==> config.mk <==
export PLATFORM = sky130hd
export DESIGN_NAME = rst_scoreboard_flat
export DESIGN_NICKNAME = d
export VERILOG_FILES = /design/src/rtl/datapath_pkg.sv /design/src/rtl/rst_scoreboard_if.sv /design/src/rtl/rst_popcount.sv /design/src/rtl/rst_scoreboard.sv /design/src/flat_wrapper.sv
export SDC_FILE = /design/constraint.sdc
export NUM_CORES = 1
export LEC_CHECK = 0
export ABC_CLOCK_PERIOD_IN_PS = 14800
export BUFFER_PORTS_ARGS = -buffer_cell sky130_fd_sc_hd__buf_4
export CAP_MARGIN = 20
export CORE_UTILIZATION = 54
export CTS_BUF_LIST = sky130_fd_sc_hd__clkbuf_4
export DETAILED_ROUTE_END_ITERATION = 10
export PLACE_DENSITY = 0.82
export SLEW_MARGIN = 20
export SYNTH_ARGS = -nofsm -noshare
export SYNTH_HDL_FRONTEND = slang
export SYNTH_SLANG_ARGS = --single-unit
==> constraint.sdc <==
create_clock -name CLK -period 14.8 [get_ports CLK]
set_input_delay 2.22 -clock CLK [delete_from_list [all_inputs] [get_ports CLK]]
set_output_delay 2.22 -clock CLK [all_outputs]
set_load 0.005 [all_outputs]
==> src/rtl/datapath_pkg.sv <==
// rtl/datapath_pkg.sv - shared defaults and debug entry type for the register scoreboard
package datapath_pkg;

    localparam int RST_NREGS_DEF = 32;
    localparam int RST_TAG_W_DEF = 2;

    // Observability view of one entry at the default tag width; the RTL uses parameter-width arrays.
    typedef struct packed {
        logic                     busy;
        logic                     spec;
        logic [RST_TAG_W_DEF-1:0] tag;
    } rst_entry_t;

endpackage

==> src/rtl/rst_scoreboard_if.sv <==
// rtl/rst_scoreboard_if.sv - dispatch/lookup/writeback/branch bundle for the register scoreboard
interface rst_scoreboard_if
    import datapath_pkg::*;
#(
    parameter int NREGS = RST_NREGS_DEF,
    parameter int TAG_W = RST_TAG_W_DEF,
    parameter int NWB   = 2,
    parameter int NRD   = 2
);
    localparam int IDX_W = $clog2(NREGS);

    logic                          di_valid;
    logic [IDX_W-1:0]              di_rd;
    logic [TAG_W-1:0]              di_tag;
    logic                          di_spec;
    logic                          di_stall;
    logic [NRD-1:0][IDX_W-1:0]     rs_idx;
    logic [NRD-1:0]                rs_busy;
    logic [NRD-1:0][TAG_W-1:0]     rs_tag;
    logic [NWB-1:0]                wb_valid;
    logic [NWB-1:0][IDX_W-1:0]     wb_rd;
    logic [NWB-1:0][TAG_W-1:0]     wb_tag;
    logic                          br_resolved;
    logic                          br_mispredict;
    logic [IDX_W:0]                busy_count;
    logic                          all_idle;

    modport master (
        output di_valid, di_rd, di_tag, di_spec, rs_idx,
               wb_valid, wb_rd, wb_tag, br_resolved, br_mispredict,
        input  di_stall, rs_busy, rs_tag, busy_count, all_idle
    );

    modport slave (
        input  di_valid, di_rd, di_tag, di_spec, rs_idx,
               wb_valid, wb_rd, wb_tag, br_resolved, br_mispredict,
        output di_stall, rs_busy, rs_tag, busy_count, all_idle
    );
endinterface

==> src/rtl/rst_popcount.sv <==
// rtl/rst_popcount.sv - combinational population count
module rst_popcount #(
    parameter int N = 32,
    parameter int W = $clog2(N) + 1
) (
    input  logic [N-1:0] bits,
    output logic [W-1:0] count
);
    always_comb begin
        count = '0;
        for (int i = 0; i < N; i++) begin
            count = count + W'(bits[i]);
        end
    end
endmodule

==> src/rtl/rst_scoreboard.sv <==
// rtl/rst_scoreboard.sv - per-register busy/tag/speculation scoreboard between dispatch and issue
module rst_scoreboard
    import datapath_pkg::*;
#(
    parameter int NREGS    = RST_NREGS_DEF,
    parameter int TAG_W    = RST_TAG_W_DEF,
    parameter int NWB      = 2,
    parameter int NRD      = 2,
    parameter int ZERO_REG = 1
) (
    input  logic           CLK,
    input  logic           nRST,
    rst_scoreboard_if.slave bus
);
    localparam int IDX_W = $clog2(NREGS);

    logic [NREGS-1:0] busy, spec;
    logic [TAG_W-1:0] tag [NREGS];

    logic [NREGS-1:0] busy_n, spec_n;
    logic [TAG_W-1:0] tag_n [NREGS];
    logic [NREGS-1:0] release_now;
    logic [IDX_W:0]   count_n;
    logic             claim, squash, commit;

    // Stale writebacks (tag mismatch) never release; any matching port is enough.
    always_comb begin
        release_now = '0;
        for (int p = 0; p < NWB; p++) begin
            if (bus.wb_valid[p] && busy[bus.wb_rd[p]] && bus.wb_tag[p] == tag[bus.wb_rd[p]]) begin
                release_now[bus.wb_rd[p]] = 1'b1;
            end
        end
    end

    assign bus.di_stall = bus.di_valid & busy[bus.di_rd] & ~release_now[bus.di_rd];

    always_comb begin
        for (int i = 0; i < NRD; i++) begin
            bus.rs_busy[i] = busy[bus.rs_idx[i]] & ~release_now[bus.rs_idx[i]];
            bus.rs_tag[i]  = tag[bus.rs_idx[i]];
        end
    end

    assign claim  = bus.di_valid & ~bus.di_stall & ~((ZERO_REG != 0) && bus.di_rd == '0);
    assign squash = bus.br_resolved & bus.br_mispredict;
    assign commit = bus.br_resolved & ~bus.br_mispredict;

    // Per-entry priority: claim over squash over release; a spec claim dies with the squash.
    always_comb begin
        for (int r = 0; r < NREGS; r++) begin
            busy_n[r] = busy[r];
            spec_n[r] = spec[r];
            tag_n[r]  = tag[r];
            if (release_now[r]) begin
                busy_n[r] = 1'b0;
                spec_n[r] = 1'b0;
            end
            if (squash && spec[r]) begin
                busy_n[r] = 1'b0;
                spec_n[r] = 1'b0;
            end
            if (commit) begin
                spec_n[r] = 1'b0;
            end
            if (claim && bus.di_rd == IDX_W'(r) && !(squash && bus.di_spec)) begin
                busy_n[r] = 1'b1;
                spec_n[r] = bus.di_spec;
                tag_n[r]  = bus.di_tag;
            end
        end
    end

    rst_popcount #(.N(NREGS), .W(IDX_W + 1)) u_popcount (
        .bits  (busy_n),
        .count (count_n)
    );

    always_ff @(posedge CLK) begin
        if (!nRST) begin
            busy           <= '0;
            spec           <= '0;
            for (int r = 0; r < NREGS; r++) tag[r] <= '0;
            bus.busy_count <= '0;
            bus.all_idle   <= 1'b1;
        end else begin
            busy           <= busy_n;
            spec           <= spec_n;
            for (int r = 0; r < NREGS; r++) tag[r] <= tag_n[r];
            bus.busy_count <= count_n;
            bus.all_idle   <= (count_n == '0);
        end
    end
endmodule

==> src/flat_wrapper.sv <==
// flat-port wrapper written by rule: the top's interface ports become plain ports
module rst_scoreboard_flat import datapath_pkg::*;
#(
    parameter int NREGS    = RST_NREGS_DEF,
    parameter int TAG_W    = RST_TAG_W_DEF,
    parameter int NWB      = 2,
    parameter int NRD      = 2,
    parameter int ZERO_REG = 1
)
  (CLK, nRST, bus_di_valid, bus_di_rd, bus_di_tag, bus_di_spec, bus_rs_idx, bus_wb_valid, bus_wb_rd, bus_wb_tag, bus_br_resolved, bus_br_mispredict, bus_di_stall, bus_rs_busy, bus_rs_tag, bus_busy_count, bus_all_idle);
  rst_scoreboard_if #(.NREGS(NREGS), .TAG_W(TAG_W), .NWB(NWB), .NRD(NRD)) bus_i ();
  input  logic CLK;
  input  logic nRST;
  input wire logic [$bits(bus_i.di_valid)-1:0] bus_di_valid;
  input wire logic [$bits(bus_i.di_rd)-1:0] bus_di_rd;
  input wire logic [$bits(bus_i.di_tag)-1:0] bus_di_tag;
  input wire logic [$bits(bus_i.di_spec)-1:0] bus_di_spec;
  input wire logic [$bits(bus_i.rs_idx)-1:0] bus_rs_idx;
  input wire logic [$bits(bus_i.wb_valid)-1:0] bus_wb_valid;
  input wire logic [$bits(bus_i.wb_rd)-1:0] bus_wb_rd;
  input wire logic [$bits(bus_i.wb_tag)-1:0] bus_wb_tag;
  input wire logic [$bits(bus_i.br_resolved)-1:0] bus_br_resolved;
  input wire logic [$bits(bus_i.br_mispredict)-1:0] bus_br_mispredict;
  output wire logic [$bits(bus_i.di_stall)-1:0] bus_di_stall;
  output wire logic [$bits(bus_i.rs_busy)-1:0] bus_rs_busy;
  output wire logic [$bits(bus_i.rs_tag)-1:0] bus_rs_tag;
  output wire logic [$bits(bus_i.busy_count)-1:0] bus_busy_count;
  output wire logic [$bits(bus_i.all_idle)-1:0] bus_all_idle;
  assign bus_i.di_valid = bus_di_valid;
  assign bus_i.di_rd = bus_di_rd;
  assign bus_i.di_tag = bus_di_tag;
  assign bus_i.di_spec = bus_di_spec;
  assign bus_i.rs_idx = bus_rs_idx;
  assign bus_i.wb_valid = bus_wb_valid;
  assign bus_i.wb_rd = bus_wb_rd;
  assign bus_i.wb_tag = bus_wb_tag;
  assign bus_i.br_resolved = bus_br_resolved;
  assign bus_i.br_mispredict = bus_br_mispredict;
  assign bus_di_stall = bus_i.di_stall;
  assign bus_rs_busy = bus_i.rs_busy;
  assign bus_rs_tag = bus_i.rs_tag;
  assign bus_busy_count = bus_i.busy_count;
  assign bus_all_idle = bus_i.all_idle;
  rst_scoreboard #(.NREGS(NREGS), .TAG_W(TAG_W), .NWB(NWB), .NRD(NRD), .ZERO_REG(ZERO_REG)) u_core (.CLK(CLK), .nRST(nRST), .bus(bus_i));
endmodule
==> Word-level counts from Yosys, hierarchy flattened <==
Memories as Yosys holds them, arrays and structs flattened.
Cells that the tools add are included.
{ "op_classes": {"n_bitwise": 47, "n_lt_le_gt_ge": 7, "addsub": 31, "n_mul": 0, "n_shift": 0, "muxes": 312, "reduce_logical": 170, "eq_ne": 65, "n_div": 0} }
{ "op_table": {"columns": ["op", "count"], "rows": [
  ["$mux 1", 236],
  ["$add 6x1->6", 26],
  ["$mux 2", 64],
  ["$reduce_bool 4->1", 32],
  ["$logic_and 1x1->1", 103],
  ["$eq 5x5->1 const B", 16],
  ["$mux 32", 2],
  ["$reduce_and 2->1", 32],
  ["$bmux 1 s5", 8],
  ["$eq 5x4->1 const B", 8],
  ["$ne 1x1->1 const B", 32],
  ["$or 1x1->1", 32],
  ["$or 32x32->32", 1],
  ["$lt 5x6->1 const B", 5],
  ["$eq 5x3->1 const B", 4],
  ["$demux 1 s5", 2],
  ["$eq 5x2->1 const B", 2],
  ["$ge 5x1->1 const B", 2],
  ["$and 1x1->1", 8],
  ["$add 5x1->6", 1],
  ["$logic_not 6->1", 1],
  ["$not 1->1", 6],
  ["$add 4x1->5", 1],
  ["$eq 5x1->1 const B", 1],
  ["6 further kinds", 7]
]} }
{ "word_totals": {"mem_count": 1, "input_bits": 39, "ram_bits": 64, "output_inout_bits": 14, "wordCells": 668, "register_bits": 71, "romBits": 0, "latchBits": 0} }
{ "memory_table": {"columns": ["memory", "depth", "width", "read_ports", "rd_ports_with_merged_regs", "wr", "line_no", "rtl"], "rows": [
  ["u_core.tag", 32, 2, 4, 0, 32, "rst_scoreboard.sv:18", "logic [TAG_W-1:0] tag [NREGS];"]
]} }

==> Depth between registers and ports, before layout <==
{ "logic_depth": {"depth_word": 49, "ltp_mapped": 36} }

==> Modules after synthesis <==
Synthesis repeated with hierarchy kept, for this count alone.
{ "hier_totals": {"cells_unflattened": 1263, "area_unflattened_um2": 12069.1} }
{ "by_module_without_submodules": {"columns": ["module", "instances", "cells_per_inst", "area_per_inst_um2"], "rows": [
  ["rst_scoreboard", 1, 1167, 11163.2],
  ["rst_popcount", 1, 96, 905.9]
]} }

==> Worst setup path before layout <==
OpenSTA, ideal clock, no wires.
{ "synth_path": {"path_type": "input-to-reg", "startpoint": "in bus_wb_rd[6]", "endpoint": "reg u_core.bus.all_idle", "n_path_buf": 5, "slack_ps": 3953, "stages": 32, "t_required_ps": 14714, "t_arrival_ps": 10761, "path_cell_list": "buf_2 -> buf_4 -> buf_4 -> mux2i_1 -> o22ai_1 -> nor4_1 -> o21ai_0 -> xnor2_1 -> nand3_1 -> o22a_1 -> a221o_1 -> o211a_1 -> a311o_1 -> buf_2 -> buf_6 -> o21ba_2 -> fa_1 -> inv_1 -> fa_1 -> inv_1 -> fa_1 -> fa_1 -> fa_1 -> inv_1 -> fa_1 -> ha_1 -> fa_1 -> a21o_1 -> a21oi_1 -> xnor2_1 -> or4_1 -> a211oi_1"} }
{ "synth_between": {"elab_chain_cells": 48} }
{ "synth_lines": {"columns": ["element", "line_no", "rtl"], "rows": [
  ["start: declaration", "flat_wrapper.sv:20", "input wire logic [$bits(bus_i.wb_rd)-1:0] bus_wb_rd;"],
  ["$lt 5x6->1 (implied by the code) or $ge 5x1->1 (tied branches)", "rst_scoreboard.sv:31", "release_now[bus.wb_rd[p]] = 1'b1;"],
  ["$logic_and 1x1->1 (implied by the code)", "rst_scoreboard.sv:31", null],
  ["$mux 1 (implied by the code)", "rst_scoreboard.sv:31", null],
  ["$demux 1 s5", null, null],
  ["$or 32x32->32 (no line)", null, null],
  ["$mux 32 (*)", "rst_scoreboard.sv:30", "if (bus.wb_valid[p] && busy[bus.wb_rd[p]] && bus.wb_tag[p] == tag[bus.wb_rd[p]]) begin"],
  ["$bmux 1 s5", "rst_scoreboard.sv:36", "assign bus.di_stall = bus.di_valid & busy[bus.di_rd] & ~release_now[bus.di_rd];"],
  ["$mux 1 (implied by the code)", "rst_scoreboard.sv:36", null],
  ["[... 8 more ...]", null, null],
  ["$add 1x1->2", "rst_popcount.sv:12", "count = count + W'(bits[i]);"],
  ["$add 2x1->3", "rst_popcount.sv:12", null],
  ["$add 3x1->4", "rst_popcount.sv:12", null],
  ["$add 4x1->5", "rst_popcount.sv:12", null],
  ["$add 5x1->6", "rst_popcount.sv:12", null],
  ["$add 6x1->6 (25 in series)", "rst_popcount.sv:12", null],
  ["$add 6x1->6 (*)", "rst_popcount.sv:12", null],
  ["$logic_not 6->1 (*)", "rst_scoreboard.sv:91", "bus.all_idle <= (count_n == '0);"],
  ["end signal: assignment", "rst_scoreboard.sv:91", null],
  ["end: declaration", "rst_scoreboard_if.sv:37", "output di_stall, rs_busy, rs_tag, busy_count, all_idle"]
]} }
Every way passes the cells marked *; elsewhere a longest branch is shown, timed or not. The select of a mux whose other input is x is not followed.
A chain may end at the register's enable or synchronous reset.

==> Final worst setup path <==
{ "layout_path": {"startpoint": "in bus_wb_rd[1]", "endpoint": "reg u_core.bus.all_idle"} }
{ "layout_between": {"elab_chain_cells": 49} }
{ "layout_lines": {"columns": ["element", "line_no"], "rows": [
  ["$lt 5x6->1 (implied by the code), or another cell as far along", "rst_scoreboard.sv:31"],
  ["$logic_and 1x1->1 (implied by the code) or $mux 1 (tied branches)", "rst_scoreboard.sv:31, rst_scoreboard.sv:30"],
  ["$mux 1 (implied by the code) or $logic_and 1x1->1 (tied branches)", "rst_scoreboard.sv:31, rst_scoreboard.sv:30"],
  ["$demux 1 s5 or $logic_and 1x1->1 (tied branches)", null],
  ["$mux 32 (*)", "rst_scoreboard.sv:30"],
  ["$or 32x32->32 (no line)", null],
  ["$mux 32 (*)", "rst_scoreboard.sv:30"],
  ["$bmux 1 s5", "rst_scoreboard.sv:36"],
  ["[... 9 more ...]", null],
  ["$add 1x1->2", "rst_popcount.sv:12"],
  ["$add 2x1->3", "rst_popcount.sv:12"],
  ["$add 3x1->4", "rst_popcount.sv:12"],
  ["$add 4x1->5", "rst_popcount.sv:12"],
  ["$add 5x1->6", "rst_popcount.sv:12"],
  ["$add 6x1->6 (25 in series)", "rst_popcount.sv:12"],
  ["$add 6x1->6 (*)", "rst_popcount.sv:12"],
  ["$logic_not 6->1 (*)", "rst_scoreboard.sv:91"]
]} }
Marked as above.

==> flow_summary.ini <==
[die]
die_h_um = 146.6
die_width_um = 146.6
start_util_pct = 55.48
fp-row-count = 52
ios = 53
core_area_mm2 = 0.02036
die_area_mm2 = 0.02150

[power_and_ir_drop]
p_int_mw = 0.5800
p_clk_share_pct = 28.0
ir_drop_v = 0.00004746
p_leak_nw = 4.218
switching_share_pct = 34.67
p_sw_mw = 0.3078
cellPowerDensity_mw_per_mm2 = 74.50
combPwrFrac_pct = 23.4
seqPwrFrac_pct = 48.6
total_power_mw = 0.8878

[detailed_routing]
wl_met3_mm = 6.786
met2WireLength_mm = 18.62
drcViolationCount = 0
vias = 10800
dr.pass1.iters = 6
antenna_left = 0
wl_per_cell_um = 30.36
wl_mm = 43.60
via_per_inst = 7.522
top_layer_used = met4
drt_iter0_markers = 1682
m1WireLength_mm = 16.35

[placement]
dp_cells = 1401
io_buffers = 52
place_congestion = 1.054
hpwl_mm = 32.19

[timing]
hold_viol_final = 0
fin_skew_ps = 26.40
worst_pin_slew_ps = 1141
max_freq_ghz = 0.08440
finalSetupTns_ps = 0
setup-violations-final = 0
rsz0062_at_grt = no
drv_slew = 0
finalCritPeriodShare_pct = 80.06
maxSlewHeadroom_pct = 23.75
period_needed_ps = 11850

[clocking]
cts_resized = 0
clockBufferDepth = 2
post-cts-setup-buffer-count = 0
htree_levels = 4
clkSinkCount = 135
path_clk_slew_ps = 140
cts_made_buffers = 17
cts_tree = yes
cts_hold_buf = 0
clk_latency_ps = 590
cts_root_buf = clkbuf_4

[critical_path]
slowest_stage = nor4_2
path_buf_inv = 2
worst_setup_path_start_kind = primary input
crit_type = primary input to register
cpLargestDelayFamily = adder cells
critical_path_required_ps = 15290
end_kind = register
crit_fanout = 48
slowest_delay_ps = 760
cp.arrival_ps = 12340
cp_common_cell = fa_1

[synth]
syn_inst = 1173
yosys_warnings = 0
ys_seq_area_share_pct = 29.59
ys_ff_latch = 135
async_reset_ff_share_pct = 0
synth_area_mm2 = 0.01130
syn_avg_cell_area_um2 = 9.632
synth_edf_count = 64
synth.distinct_cells = 77
ys.flop_type = dfxtp_1

[layout]
area_growth_pct = 5.482
stdcell_count = 1436
drive_gt1_share_pct = 17.37
nets = 1220

[global_routing]
grt_antenna_before_repair = 1
grt_pass1_wl_mm = 64.92
grt-ovfl-total = 0
track_usage_pct = 41.04
grt_pass1_vias = 10210
grt_max_degree = 68

[status]
status = finished, final reports clean

[hold_path]
hold_class = register to register

[run]
maxCapViolations = 0
==> cells in the mapped netlist, types with 17 or more instances <==
cell type	number	area, um^2
and2_1	19	118.9
mux2_2	18	202.7
fa_1	24	480.5
a21oi_1	19	95.09
nor3_1	52	260.3
nor4_1	17	106.4
edfxtp_1	64	1922
o21a_1	21	157.7
dfxtp_1	71	1421
o21ai_0	24	120.1
nor2_1	82	307.8
inv_1	40	150.1
nand2b_1	19	118.9
mux4_2	67	1509
nand3_1	51	255.2
mux2i_1	104	1041
nand2_1	98	367.9
o22ai_1	43	269.0
clkbuf_1	71	266.5
o22a_1	21	183.9
==> power by group through the flow <==
stage / registers (mW) / clock network [mW] / logic [mW]
2_1_floorplan: 0.426 / 0 / 0.142
3_3_place_gp: 0.437 / 0 / 0.199
3_5_place_dp: 0.437 / 0 / 0.201
4_1_cts: 0.429 / 0.247 / 0.203
5_1_grt: 0.432 / 0.263 / 0.220
6_report: 0.432 / 0.248 / 0.208
==> placed cells by master (no fill, tap or decap), types with 6 or more instances in the layout <==
cell / n
a21o_1: 6
a21oi_1: 19
a311oi_1: 9
a31oi_1: 6
and2_1: 19
and3_1: 11
buf_4: 60
clkbuf_4: 17
dfxtp_1: 71
edfxtp_1: 64
fa_1: 24
ha_1: 7
inv_1: 40
mux2_2: 18
mux2i_1: 104
mux4_2: 67
nand2_1: 98
nand2b_1: 19
nand3_1: 51
nand3b_1: 7
nand4_1: 12
nor2_1: 81
nor2b_1: 13
nor3_1: 52
nor4_1: 17
o211ai_1: 7
o21a_1: 21
o21ai_0: 24
o21ai_1: 9
o221ai_1: 12
o22a_1: 21
o22ai_1: 43
o31ai_1: 7
o32ai_1: 9
or2_2: 6
==> per-stage QoR <==
| stage | hold slack [ps] | worst slack, ps | utilization (%) | area [um^2] |
|---|---|---|---|---|
| after global placement | 417.7 | 2718 | 57.16 | 11640 |
| after CTS | 441.5 | 3110 | 58.48 | 11910 |
| after detailed placement | 419.6 | 2531 | 57.16 | 11640 |
| after floorplan | 410.3 | 3953 | - | 11300 |
| final | 443.7 | 2952 | 58.52 | 11920 |
| after global routing | 457.2 | 2624 | 58.50 | 11910 |
==> tightest hold or removal path: stages, from the launching register on <==
cell     delay (ps)
dfxtp_1         340
nand2_1          50
nor2_1           30
==> final timing paths <==
path / slack, ps / cells past startpoint / start / endpoint
worst max register to register: 4780 / 25 / u_core.tag[11][1] / u_core.bus.all_idle
worst min-delay path: 440 / 2 / u_core.spec[0] / u_core.spec[0]
worst min register to register: 440 / 2 / u_core.spec[0] / u_core.spec[0]
worst max-delay path: 2950 / 27 / bus_wb_rd[1] / u_core.bus.all_idle
==> layer usage <==
metal	vias to the layer above	global-route usage, %
li1	4470	-
met1	5200	56.36
met2	989	59.41
met3	143	13.34
met4	0	17.03
met5	-	0
==> registers in the layout, summed over array words and instances, names as in the netlist <==
signal and count:
u_core.spec 32, u_core.bus.busy_count 6, u_core.tag 64, u_core.bus.all_idle 1
u_core.busy 32
==> kinds of logic (layout without fill, tap and decap cells) <==
kind of cell / after synthesis / after routing / share of synthesized area, %
other: 1 / 5 / 0.03319
flip-flops: 135 / 135 / 29.59
multiplexers: 191 / 191 / 24.60
AO/OA/AOI/OAI: 241 / 241 / 15.67
adder cells (fa/ha/maj): 31 / 31 / 5.028
XOR/XNOR: 8 / 8 / 0.6201
buffers and inverters: 146 / 135 / 5.437
AND/OR/NAND/NOR: 420 / 420 / 19.03
==> cell type report <==
type | count | area (um^2)
diodes | 3 | 7.507
repair buffers | 60 | 450.4
fillers | 1720 | 8447
clock inverters | 15 | 141.4
well taps | 270 | 337.8
multi-input cells | 893 | 7348
flip-flops and latches | 135 | 3343
inverters | 43 | 161.4
clock buffers | 17 | 127.6
Power figures use the tool's default switching activity.
